### config.mk
export PLATFORM = sky130hd
export DESIGN_NAME = mux2to1_output
export DESIGN_NICKNAME = d
export VERILOG_FILES = /design/src/rtl/adder_pkg.sv /design/src/rtl/dff_arn.sv /design/src/rtl/mux2to1_output.sv
export SDC_FILE = /design/constraint.sdc
export NUM_CORES = 1
export LEC_CHECK = 0
export BUFFER_PORTS_ARGS = -buffer_cell sky130_fd_sc_hd__buf_2
export CORE_MARGIN = 3
export CORE_UTILIZATION = 38
export CTS_BUF_LIST = sky130_fd_sc_hd__clkbuf_16
export DETAILED_ROUTE_END_ITERATION = 8
export GPL_ROUTABILITY_DRIVEN = 1
export GPL_TIMING_DRIVEN = 0
export PLACE_DENSITY_LB_ADDON = 0.2
export SLEW_MARGIN = 15
export SYNTH_ARGS = -nofsm -noshare
export SYNTH_HDL_FRONTEND = slang
export SYNTH_HIERARCHICAL = 1
export SYNTH_SLANG_ARGS = --single-unit
### constraint.sdc
create_clock -name clk -period 0.8 [get_ports clk]
set_input_delay 0.16 -clock clk [delete_from_list [all_inputs] [get_ports clk]]
set_output_delay 0.16 -clock clk [all_outputs]
set_load 0.03 [all_outputs]
### src/rtl/adder_pkg.sv
// Shared constants for the adder datapath: comparator width, default bus width
// and the result-select encodings.
package adder_pkg;

  localparam int   COM_W     = 6;
  localparam int   DEFAULT_N = 16;

  localparam logic SEL_ADD   = 1'b0;
  localparam logic SEL_CMP   = 1'b1;

endpackage : adder_pkg

### src/rtl/dff_arn.sv
// Parameterised-width flop with asynchronous active-low reset to zero.
// Loads every clock; there is no enable.
module dff_arn #(
  parameter int W = 1
) (
  input  logic         clk,
  input  logic         rst_n,
  input  logic [W-1:0] i_d,
  output logic [W-1:0] o_q
);

  logic [W-1:0] r_q;

  always_ff @(posedge clk or negedge rst_n) begin
    if (!rst_n) begin
      r_q <= '0;
    end else begin
      r_q <= i_d;
    end
  end

  assign o_q = r_q;

endmodule : dff_arn

### src/rtl/mux2to1_output.sv
// Output-select stage: picks the adder result or the zero-extended comparator
// result and registers it, together with a carry flag, for observation.
module mux2to1_output
  import adder_pkg::*;
#(
  parameter int N = DEFAULT_N
) (
  input  logic             clk,
  input  logic             rst_n,
  input  logic [N-1:0]     sum,
  input  logic             co,
  input  logic [COM_W-1:0] com_res,
  input  logic             sel,
  output logic [N-1:0]     sel_res,
  output logic             sel_co
);

  logic [N-1:0] w_cmp_ext;
  logic [N-1:0] w_res_next;
  logic         w_co_next;
  logic [N:0]   w_q;

  // Padding bits are only written when N > COM_W, so N == COM_W needs no special case.
  always_comb begin
    w_cmp_ext              = '0;
    w_cmp_ext[COM_W-1:0]   = com_res;
  end

  // An unknown select falls to the default arm so X reaches the outputs in simulation.
  always_comb begin
    w_res_next = 'x;
    w_co_next  = 1'bx;
    case (sel)
      SEL_ADD: begin
        w_res_next = sum;
        w_co_next  = co;
      end
      SEL_CMP: begin
        w_res_next = w_cmp_ext;
        w_co_next  = 1'b0;
      end
      default: begin
        w_res_next = 'x;
        w_co_next  = 1'bx;
      end
    endcase
  end

  dff_arn #(
    .W (N + 1)
  ) u_out_reg (
    .clk   (clk),
    .rst_n (rst_n),
    .i_d   ({w_co_next, w_res_next}),
    .o_q   (w_q)
  );

  assign sel_res = w_q[N-1:0];
  assign sel_co  = w_q[N];

endmodule : mux2to1_output

---- Yosys cells after proc, flatten, opt, wreduce, memory -nomap -nowiden ----
Cells that the tools add are included.
cells by class
  multiplexer cells ....................... 2
  bitwise logic cells ..................... 1
operator list
  kind          count
  $pmux W16 S2  1
  $pmux W1 S2   1
  $not A1 Y1    1
storage, ports and cells
  register bits after elaboration ......... 17
  logic and storage cells ................. 4

---- Longest topological paths before layout ----
Gate-level depths: netlist of the first run.
  depth in word-level cells ............... 2
  gate-level depth with buffers ........... 3
  depth with buffers taken out ............ 1

---- By module ----
Netlist of the first run, hierarchy kept.
by module, submodules not included
  module          instances  cells each  area each (um^2)  sequential area each (um^2)
  dff_arn         1          17          425.4             425.4
  mux2to1_output  1          19          181.4             0.0

---- Worst setup path after synthesis of the first run ----
OpenSTA, ideal clock, no wires.
  path type ............................... input port to flip-flop
  start point ............................. in sel
  end point ............................... reg u_out_reg.r_q[0] (netlist: u_out_reg/o_q[0])
  library setup time ...................... 0.125 ns
  arrival time ............................ 0.571 ns
  path slack .............................. 0.104 ns
  cell stages on the path ................. 2
  buffers on the path ..................... 1
  path through ............................ buf_6 -> mux2_4
on the way
  longest elaborated chain between the ends .. 2
ends and longest elaborated chain
  item                     RTL line              source
  start: declaration       mux2to1_output.sv:13  input logic sel,
  $not A1 Y1               mux2to1_output.sv:33  case (sel)
  $pmux W16 S2 (*)         mux2to1_output.sv:33
  named net w_res_next[0]  mux2to1_output.sv:19  logic [N-1:0] w_res_next;
  end signal: assignment   dff_arn.sv:18         r_q <= i_d;
  end: declaration         dff_arn.sv:12         logic [W-1:0] r_q;
Mark *: on every way through the listed nets, which the timed path passes. The rest lies on a longest branch.

---- Worst setup path after layout of the first run ----
  start point ............................. reg u_out_reg.r_q[16] (netlist: u_out_reg/o_q[16])
  end point ............................... out sel_co
RTL lines
  item              RTL line              source
  end: declaration  mux2to1_output.sv:15  output logic sel_co
No word-level cell between the ends.

==> results of run 1 <==
-- placed cells by master, fill, tap and decap left out, drive strengths merged --
cell / Yosys / layout
dfrtp: 17 / 17
dlygate4sd3: 0 / 1
nor2b: 11 / 11
inv: 0 / 1
buf: 2 / 43
clkbuf: 0 / 3
mux2: 6 / 6
-- logic make-up after synthesis --
group / count (synthesis) / share of synthesized area [%]
DFF: 17 / 70.1
and+or+nand+nor: 11 / 11.3
muxes: 6 / 14.8
buffers and inverters: 2 / 3.71
-- power by group --
group / total [mW] / internal (mW) / switching [mW]
Sequential: 0.938 / 0.914 / 0.0239
Clock: 0.931 / 0.659 / 0.272
Combinational: 0.381 / 0.199 / 0.182
Total: 2.25 / 1.77 / 0.478
-- final cells by class --
type,instances,area share (%)
plain buffers,2,2.20
flip-flops and latches,17,41.5
clock buffers,3,7.32
clock inverters,1,0.366
well taps,15,1.83
repair buffers,42,31.3
multi-input cells,17,15.5
-- per-layer routing --
layer  vias up  GRT usage [%]  share of wire [%]
met5         -              0                  0
met4         0           3.41                  0
met3         0           3.95                 10
met2        23           24.5                 61
met1       201           11.7                 29
li1        204              -                  -
-- per-stage QoR --
stage               setup slack [ns]  TNS (ns)  power [mW]  instance area (µm²)
floorplan                      0.104         0        1.13                  607
global placement              0.0837         0        1.25                  831
detailed placement            0.0796         0        1.26                  831
CTS                           -0.119     -1.83        2.28                 1030
global route                  -0.146     -2.11        2.34                 1030
finish                        -0.122     -1.77        2.25                 1030
-- worst max path at each step --
stage	start	endpoint	slack, ns	depth (start not counted)
finish	u_out_reg/o_q[16]$_DFF_PN0_	sel_co	-0.12	1
global route	u_out_reg/o_q[5]$_DFF_PN0_	sel_res[5]	-0.15	1
CTS	u_out_reg/o_q[6]$_DFF_PN0_	sel_res[6]	-0.12	1
detailed placement	sel	u_out_reg/o_q[2]$_DFF_PN0_	0.08	2
global placement	sel	u_out_reg/o_q[1]$_DFF_PN0_	0.08	2
floorplan	sel	u_out_reg/o_q[0]$_DFF_PN0_	0.10	2
-- timing repair --
item | 4_1_cts | 5_1_grt
endpoints found under the hold margin | 17 | 0
setup endpoints to repair | 17 | 17
hold buffers | 1 | 0
setup buffers | 0 | 0
gates resized for setup | 34 | 0
==> reports/summary.txt, run 1 <==
status: complete, but fails checks
violated checks: setup timing
FILL cells: 102
I/O pin cnt: 43
initial antenna violation count: 0
Worst Setup Path Type: register to primary output
routed vias: 428
Synth cell types: 4
Syn Inst Count: 36
syn avg cell area: 16.9 µm²
hold path startpoint: co
first-pass GRT wire length: 1800 µm
final non-filler cell total: 97
number of flops mapped to enable cells by yosys: 0
drt pass-1 iters: 1
crit-path max FO: 1
Critical Path RT: 0.64 ns
fin nets: 109
unrepaired setup endpoints after global routing: true
Rows: 13
H-tree depth: 1
Clock transition at path regs: 0.05 ns
worst path cell trace: buf_6
sequential area share after synthesis: 70.1%
antenna diode count: 0
share of layout cells above drive strength 1: 63.4%
drt drc: 0
highest clock rate: 1.08 GHz
delay-heaviest family, CP: flip-flops
Worst-Margin Slew: 0.342 ns
area of the multi-input gates: 159 µm²
Top FF cell, synth: dfrtp_1
Initial DRC Count: 0
Core ar.: 1400 µm²
Max Buffers Root-to-Sink: 2
CTS tree: yes
Largest register FFs: 17
register area: 425 µm²
Die X: 46.0 µm
Chip Height: 46.0 µm
Max Cap Violations: 0
DP Cell Count: 92
Max VDD drop: 1.39 mV
Final min period: 0.922 ns
synthesized area: 607 µm²
top cell type's share of synthesized area: 70.1%
register bit total from synthesis: 17
# clock sinks: 17
Worst Slack Setup Final: -0.122 ns
Commonest cells post-synth: dfrtp_1, nor2b_1, mux2_4
grt ovf: 0
final setup vio count: 17
Post-DRT Antenna Nets: 0
slowest CP cell: dfrtp_1
Slew Limit Fails: 0
total track usage: 12.4%
FFs w/ async S/R, synth: 100%
yosys warns: 6
Buf/Inv on CP: 1
gpl congestion: 0.592
port buffer count: 41
routed len/inst: 11.3 µm
Critical Path AT: 0.76 ns
CP endpoint kind: primary output
Yosys top cell by area: dfrtp_1
synth top area cells: dfrtp_1, mux2_4, nor2b_1
vias in the first global route: 427
Hold Path Class: input port to register
drt total wl: 1090 µm
CTS Buf Count: 3
net count after synthesis: 62
final hold viol count: 0
Core Util, Final: 73.3%
initial core utilization: 43.4%
hold endpoint: u_out_reg/o_q[16]$_DFF_PN0_
leak pwr: 0.541 nW
Cell Pwr Density: 2190 nW/µm²
Via density: 4.41
Hold Path Depth: 2
type of origin of the critical path: register
clock root buffer: clkbuf_16
Synth-to-Final Area Change: 69.1%
max incr delay on CP: 0.38 ns
Die ar.: 2110 µm²
top-count cell post-synth: dfrtp_1
period utilization: 115%
Min Hold Slack: 0.136 ns
Worst slew margin: 77.2%
largest net degree at the start of global routing: 18
Note: power is estimated with default switching activity, not from simulation.
==> inputs of run 2 (changes only) <==
--- a/config.mk
+++ b/config.mk
@@ -5,7 +5,7 @@
 export SDC_FILE = /design/constraint.sdc
 export NUM_CORES = 1
 export LEC_CHECK = 0
-export BUFFER_PORTS_ARGS = -buffer_cell sky130_fd_sc_hd__buf_2
+export BUFFER_PORTS_ARGS = -buffer_cell sky130_fd_sc_hd__buf_4
 export CORE_MARGIN = 3
 export CORE_UTILIZATION = 38
 export CTS_BUF_LIST = sky130_fd_sc_hd__clkbuf_16
==> reports/summary.txt, run 2 (same netlist as run 1, synthesis figures left out) <==
status: complete, but fails checks
violated checks: setup timing
drt total wl: 1100 µm (+0.64%)
max incr delay on CP: 0.37 ns (about the same)
Post-DRT Antenna Nets: 0 (unchanged)
share of layout cells above drive strength 1: 63.4% (unchanged)
initial core utilization: 43.4% (unchanged)
crit-path max FO: 1 (unchanged)
Largest register FFs: 17 (unchanged)
commonest non-fill, non-tap cells in the layout: buf_4, buf_6, dfrtp_1
final non-filler cell total: 97 (unchanged)
Core ar.: 1400 µm² (unchanged)
Chip Height: 46.0 µm (unchanged)
hold path startpoint: sum[12]
layer with the highest usage: met2
largest net degree at the start of global routing: 18 (unchanged)
met2 Use GR: 22.3% (-2.2 points)
grt ovf: 0 (unchanged)
Die ar.: 2110 µm² (unchanged)
Worst slew margin: 86.5% (+9.3 points)
Cell Pwr Density: 2100 nW/µm² (-4.0%)
Max VDD drop: 1.27 mV (-8.7%)
highest clock rate: 1.10 GHz (+0.97%)
drt drc: 0 (unchanged)
CP endpoint kind: primary output
Rows: 13 (unchanged)
Initial DRC Count: 1 (+1)
first-pass GRT wire length: 1700 µm (-5.7%)
leak pwr: 0.562 nW (+3.9%)
CTS Buf Count: 3 (unchanged)
Worst-Margin Slew: 0.202 ns (-0.140 ns)
unrepaired setup endpoints after global routing: true
type of origin of the critical path: register
Final min period: 0.913 ns (-0.00885 ns)
antenna diode count: 0 (unchanged)
Worst Setup Path Type: register to primary output
Power, Total: 2.29 mW (+1.6%)
final setup vio count: 17 (unchanged)
Hold Path Depth: 2 (unchanged)
most common cell after layout, fill and taps aside: buf_4
Hold Path Class: input port to register
Worst Slack Setup Final: -0.113 ns (+0.00885 ns)
setup bufs post-CTS: 0 (unchanged)
delay-heaviest family, CP: flip-flops
initial antenna violation count: 0 (unchanged)
Synth-to-Final Area Change: 79.0%
drt pass-1 iters: 2 (+1)
I/O pin cnt: 43 (unchanged)
Buf/Inv on CP: 1 (unchanged)
CTS tree: yes
final hold viol count: 0 (unchanged)
hold endpoint: u_out_reg/o_q[12]$_DFF_PN0_
fin nets: 109 (unchanged)
routed len/inst: 11.3 µm (+0.64%)
port buffer count: 41 (unchanged)
Critical Path AT: 0.75 ns (about the same)
Max Buffers Root-to-Sink: 2 (unchanged)
global routing met1 resource utilization: 10.4% (-1.3 points)
DP Cell Count: 92 (unchanged)
worst path cell trace: buf_6
Die X: 46.0 µm (unchanged)
met3 GRT Util: 3.95% (unchanged)
Via density: 4.32 (-2.1%)
Clock transition at path regs: 0.05 ns (about the same)
vias in the first global route: 418 (-2.1%)
Slew Limit Fails: 0 (unchanged)
clock root buffer: clkbuf_16
routed vias: 419 (-2.1%)
total track usage: 11.5% (-0.84 points)
H-tree depth: 1 (unchanged)
# clock sinks: 17 (unchanged)
Critical Path RT: 0.64 ns (about the same)
gpl congestion: 0.619 (+4.6%)
period utilization: 114% (-1.1 points)
Min Hold Slack: 0.137 ns (+0.00156 ns)
Max Cap Violations: 0 (unchanged)
Core Util, Final: 77.6% (+4.3 points)
slowest CP cell: dfrtp_1
DP HPWL: 923 µm
==> run 2: area by class of cell <==
cell class / count / area, µm²
clock inverters: 1 / 3.75
well taps: 15 / 18.8
repair buffers: 42 / 382
clock buffers: 3 / 75.1
plain buffers: 2 / 22.5
fillers: 87 / 313
flip-flops and latches: 17 / 425
multi-input cells: 17 / 159
==> run 2: through the flow <==
| step | area, µm² | worst slack, ns | TNS [ns] |
|---|---|---|---|
| global placement | 933 | 0.0804 | 0 |
| finish | 1090 | -0.113 | -1.73 |
| floorplan | 607 | 0.104 | 0 |
| CTS | 1090 | -0.119 | -1.85 |
| global route | 1090 | -0.138 | -2.07 |
| detailed placement | 933 | 0.0760 | 0 |
==> run 2: worst max-delay path by stage <==
stage	depth (start not counted)	slack, ns	end	startpoint
after floorplan	2	0.10	u_out_reg/o_q[0]$_DFF_PN0_	sel
after global placement	2	0.08	u_out_reg/o_q[1]$_DFF_PN0_	sel
after detailed placement	2	0.08	u_out_reg/o_q[2]$_DFF_PN0_	sel
after CTS	1	-0.12	sel_res[11]	u_out_reg/o_q[11]$_DFF_PN0_
after global routing	1	-0.14	sel_res[11]	u_out_reg/o_q[11]$_DFF_PN0_
final	1	-0.11	sel_res[11]	u_out_reg/o_q[11]$_DFF_PN0_
==> run 2: routing by layer <==
metal / part of all wire, % / vias to the layer above
met5: 0 / -
met4: 0 / 0
met3: 9.3 / 0
met2: 59 / 23
met1: 31 / 193
li1: - / 203
==> run 2: power by group <==
part	internal, mW	switching, mW	total [mW]
combinational	0.231	0.182	0.413
clock	0.660	0.277	0.936
sequential	0.914	0.0223	0.936
total	1.80	0.481	2.29
==> run 2: what timing repair did <==
action | 4_1_cts | 5_1_grt
gates resized for setup | 17 | 0
hold buffers | 1 | 0
setup endpoints to repair | 17 | 17
endpoints found under the hold margin | 17 | 0
==> inputs of run 3 (changes only) <==
--- a/config.mk
+++ b/config.mk
@@ -5,6 +5,7 @@
 export SDC_FILE = /design/constraint.sdc
 export NUM_CORES = 1
 export LEC_CHECK = 0
+export ABC_AREA = 1
 export BUFFER_PORTS_ARGS = -buffer_cell sky130_fd_sc_hd__buf_4
 export CORE_MARGIN = 3
 export CORE_UTILIZATION = 38
==> constraint.sdc (replaced) <==
create_clock -name clk -period 0.9 [get_ports clk]
set_input_delay 0.18 -clock clk [delete_from_list [all_inputs] [get_ports clk]]
set_output_delay 0.18 -clock clk [all_outputs]
set_load 0.03 [all_outputs]
==> reports/summary.txt, run 3 <==
status: complete, but fails checks
violated checks: setup timing
Synth-to-Final Area Change: 79.1% (about the same)
Fin Setup TNS: -0.434 ns (+1.29 ns)
Max VDD drop: 1.11 mV (-13%)
Final min period: 0.931 ns
syn avg cell area: 10.1 µm² (-40%)
highest clock rate: 1.07 GHz
synth top area cells: dfrtp_1, nand2_1, inv_1
Buf/Inv on CP: 1 (unchanged)
top cell type's share of synthesized area: 70.2% (+0.14 points)
slowest CP cell: dfrtp_1
Via density: 4.37 (+1.2%)
routed vias: 529 (+26%)
CP endpoint kind: primary output
antenna diode count: 0 (unchanged)
CTS Buf Count: 3 (unchanged)
Core ar.: 1400 µm² (unchanged)
top-count cell post-synth: nand2_1
H-tree depth: 1 (unchanged)
final hold viol count: 0 (unchanged)
initial antenna violation count: 0 (unchanged)
drt pass-1 iters: 1 (-1)
routed len/inst: 10.9 µm (-4.1%)
unrepaired setup endpoints after global routing: true
register area: 425 µm² (unchanged)
port buffer count: 41 (unchanged)
initial core utilization: 43.3% (-0.089 points)
FFs w/ async S/R, synth: 100% (unchanged)
I/O pin cnt: 43 (unchanged)
Cell Pwr Density: 1890 nW/µm² (-10%)
Hold Path Class: input port to register
delay-heaviest family, CP: flip-flops
max incr delay on CP: 0.37 ns (about the same)
Min Hold Slack: 0.133 ns (-0.00428 ns)
grt ovf: 0 (unchanged)
Synth cell types: 7 (+3)
DP HPWL: 994 µm (+7.7%)
period utilization: 103%
Top FF cell, synth: dfrtp_1
final non-filler cell total: 121 (+25%)
Core Util, Final: 77.5% (-0.089 points)
leak pwr: 0.630 nW (+12%)
Slew Limit Fails: 0 (unchanged)
Hold Path Depth: 3 (+1)
gpl congestion: 0.632 (+2.1%)
first-pass GRT wire length: 2010 µm (+19%)
Worst slew margin: 85.6% (-0.92 points)
setup bufs post-CTS: 0 (unchanged)
area of the multi-input gates: 109 µm² (-31%)
Die X: 45.9 µm (about the same)
net count after synthesis: 86 (+39%)
hold path startpoint: sum[2]
Initial DRC Count: 0 (-1)
share of layout cells above drive strength 1: 44.3% (-19 points)
hold endpoint: u_out_reg/o_q[2]$_DFF_PN0_
Largest register FFs: 17 (unchanged)
worst path cell trace: buf_6
drt drc: 0 (unchanged)
final setup vio count: 17 (unchanged)
synthesized area: 606 µm² (-0.21%)
drt total wl: 1320 µm (+20%)
total track usage: 13.5% (+2.0 points)
Yosys top cell by area: dfrtp_1
Finished Cell Area: 1080 µm² (-0.12%)
clock root buffer: clkbuf_16
Rows: 13 (unchanged)
Clock transition at path regs: 0.05 ns (about the same)
Syn Inst Count: 60 (+67%)
Max Buffers Root-to-Sink: 2 (unchanged)
Post-DRT Antenna Nets: 0 (unchanged)
fin nets: 133 (+22%)
register bit total from synthesis: 17 (unchanged)
largest net degree at the start of global routing: 18 (unchanged)
DP Cell Count: 116 (+26%)
Worst-Margin Slew: 0.216 ns (+0.0138 ns)
type of origin of the critical path: register
FILL cells: 96 (+10%)
placed instance area: 932 µm² (-0.13%)
Critical Path RT: 0.72 ns (+0.08 ns)
yosys warns: 6 (unchanged)
CTS tree: yes
crit-path max FO: 1 (unchanged)
Max Cap Violations: 0 (unchanged)
Chip Height: 45.9 µm (about the same)
number of flops mapped to enable cells by yosys: 0 (unchanged)
Worst Slack Setup Final: -0.0313 ns (+0.0816 ns)
vias in the first global route: 524 (+25%)
Critical Path AT: 0.75 ns (about the same)
Commonest cells post-synth: nand2_1, dfrtp_1, inv_1, nor2_1
Worst Setup Path Type: register to primary output
# clock sinks: 17 (unchanged)
sequential area share after synthesis: 70.2% (+0.14 points)
commonest non-fill, non-tap cells in the layout: buf_4, buf_6, nand2_1
most common cell after layout, fill and taps aside: buf_4
Die ar.: 2110 µm² (-0.17%)
run 3: cell types whose count changed in the layout (fill, tap and decap cells not counted), sizes merged:
cell / delta
nor2b: -11
nor2: +11
inv: +12
mux2: -6
nand2: +18
run 3: worst max-delay path by stage:
stage,startpoint,to,slack (ns),cells after the start
2_1_floorplan,u_out_reg/o_q[16]$_DFF_PN0_,sel_co,0.25,0
3_3_place_gp,u_out_reg/o_q[9]$_DFF_PN0_,sel_res[9],0.22,1
3_5_place_dp,u_out_reg/o_q[14]$_DFF_PN0_,sel_res[14],0.21,1
4_1_cts,u_out_reg/o_q[14]$_DFF_PN0_,sel_res[14],-0.04,1
5_1_grt,u_out_reg/o_q[5]$_DFF_PN0_,sel_res[5],-0.05,1
6_report,u_out_reg/o_q[5]$_DFF_PN0_,sel_res[5],-0.03,1
run 3: cell families (layout without fill, tap and decap cells):
group | after synthesis | in the layout | share of synthesized area (%)
and+or+nand+nor | 29 | 29 | 18.0
DFF | 17 | 17 | 70.2
buffers and inverters | 14 | 60 | 11.8
run 3: cell type report:
class / instances / area share, %
multi-input cells: 29 / 10.0
flip-flops and latches: 17 / 39.2
plain buffers: 2 / 2.42
well taps: 15 / 1.73
clock buffers: 3 / 6.92
inverters: 12 / 4.15
repair buffers: 42 / 35.2
clock inverters: 1 / 0.346
run 3: repair_timing:
action / in CTS / in global routing
resized for setup: 17 / 0
endpoints found under the hold margin: 17 / 0
setup endpoints to repair: 17 / 17
hold buffers: 1 / 0
cloned: 0 / 0
run 3: power by group:
part	switching [mW]	internal, mW
sequential	0.0196	0.812
combinational	0.180	0.183
clock	0.270	0.589
total	0.470	1.58
run 3: per-stage QoR:
| stage | power [mW] | setup slack (ns) |
|---|---|---|
| floorplan | 0.992 | 0.253 |
| global placement | 1.16 | 0.219 |
| detailed placement | 1.17 | 0.209 |
| CTS | 2.07 | -0.0385 |
| global route | 2.13 | -0.0540 |
| finish | 2.05 | -0.0313 |
run 3: layer usage:
| layer | track usage (%) | share of wire [%] | wire length, µm |
|---|---|---|---|
| met1 | 13.0 | 34 | 452 |
| met5 | 0 | 0 | 0 |
| met2 | 24.7 | 53 | 694 |
| met3 | 4.74 | 13 | 169 |
| met4 | 6.82 | 0 | 0 |
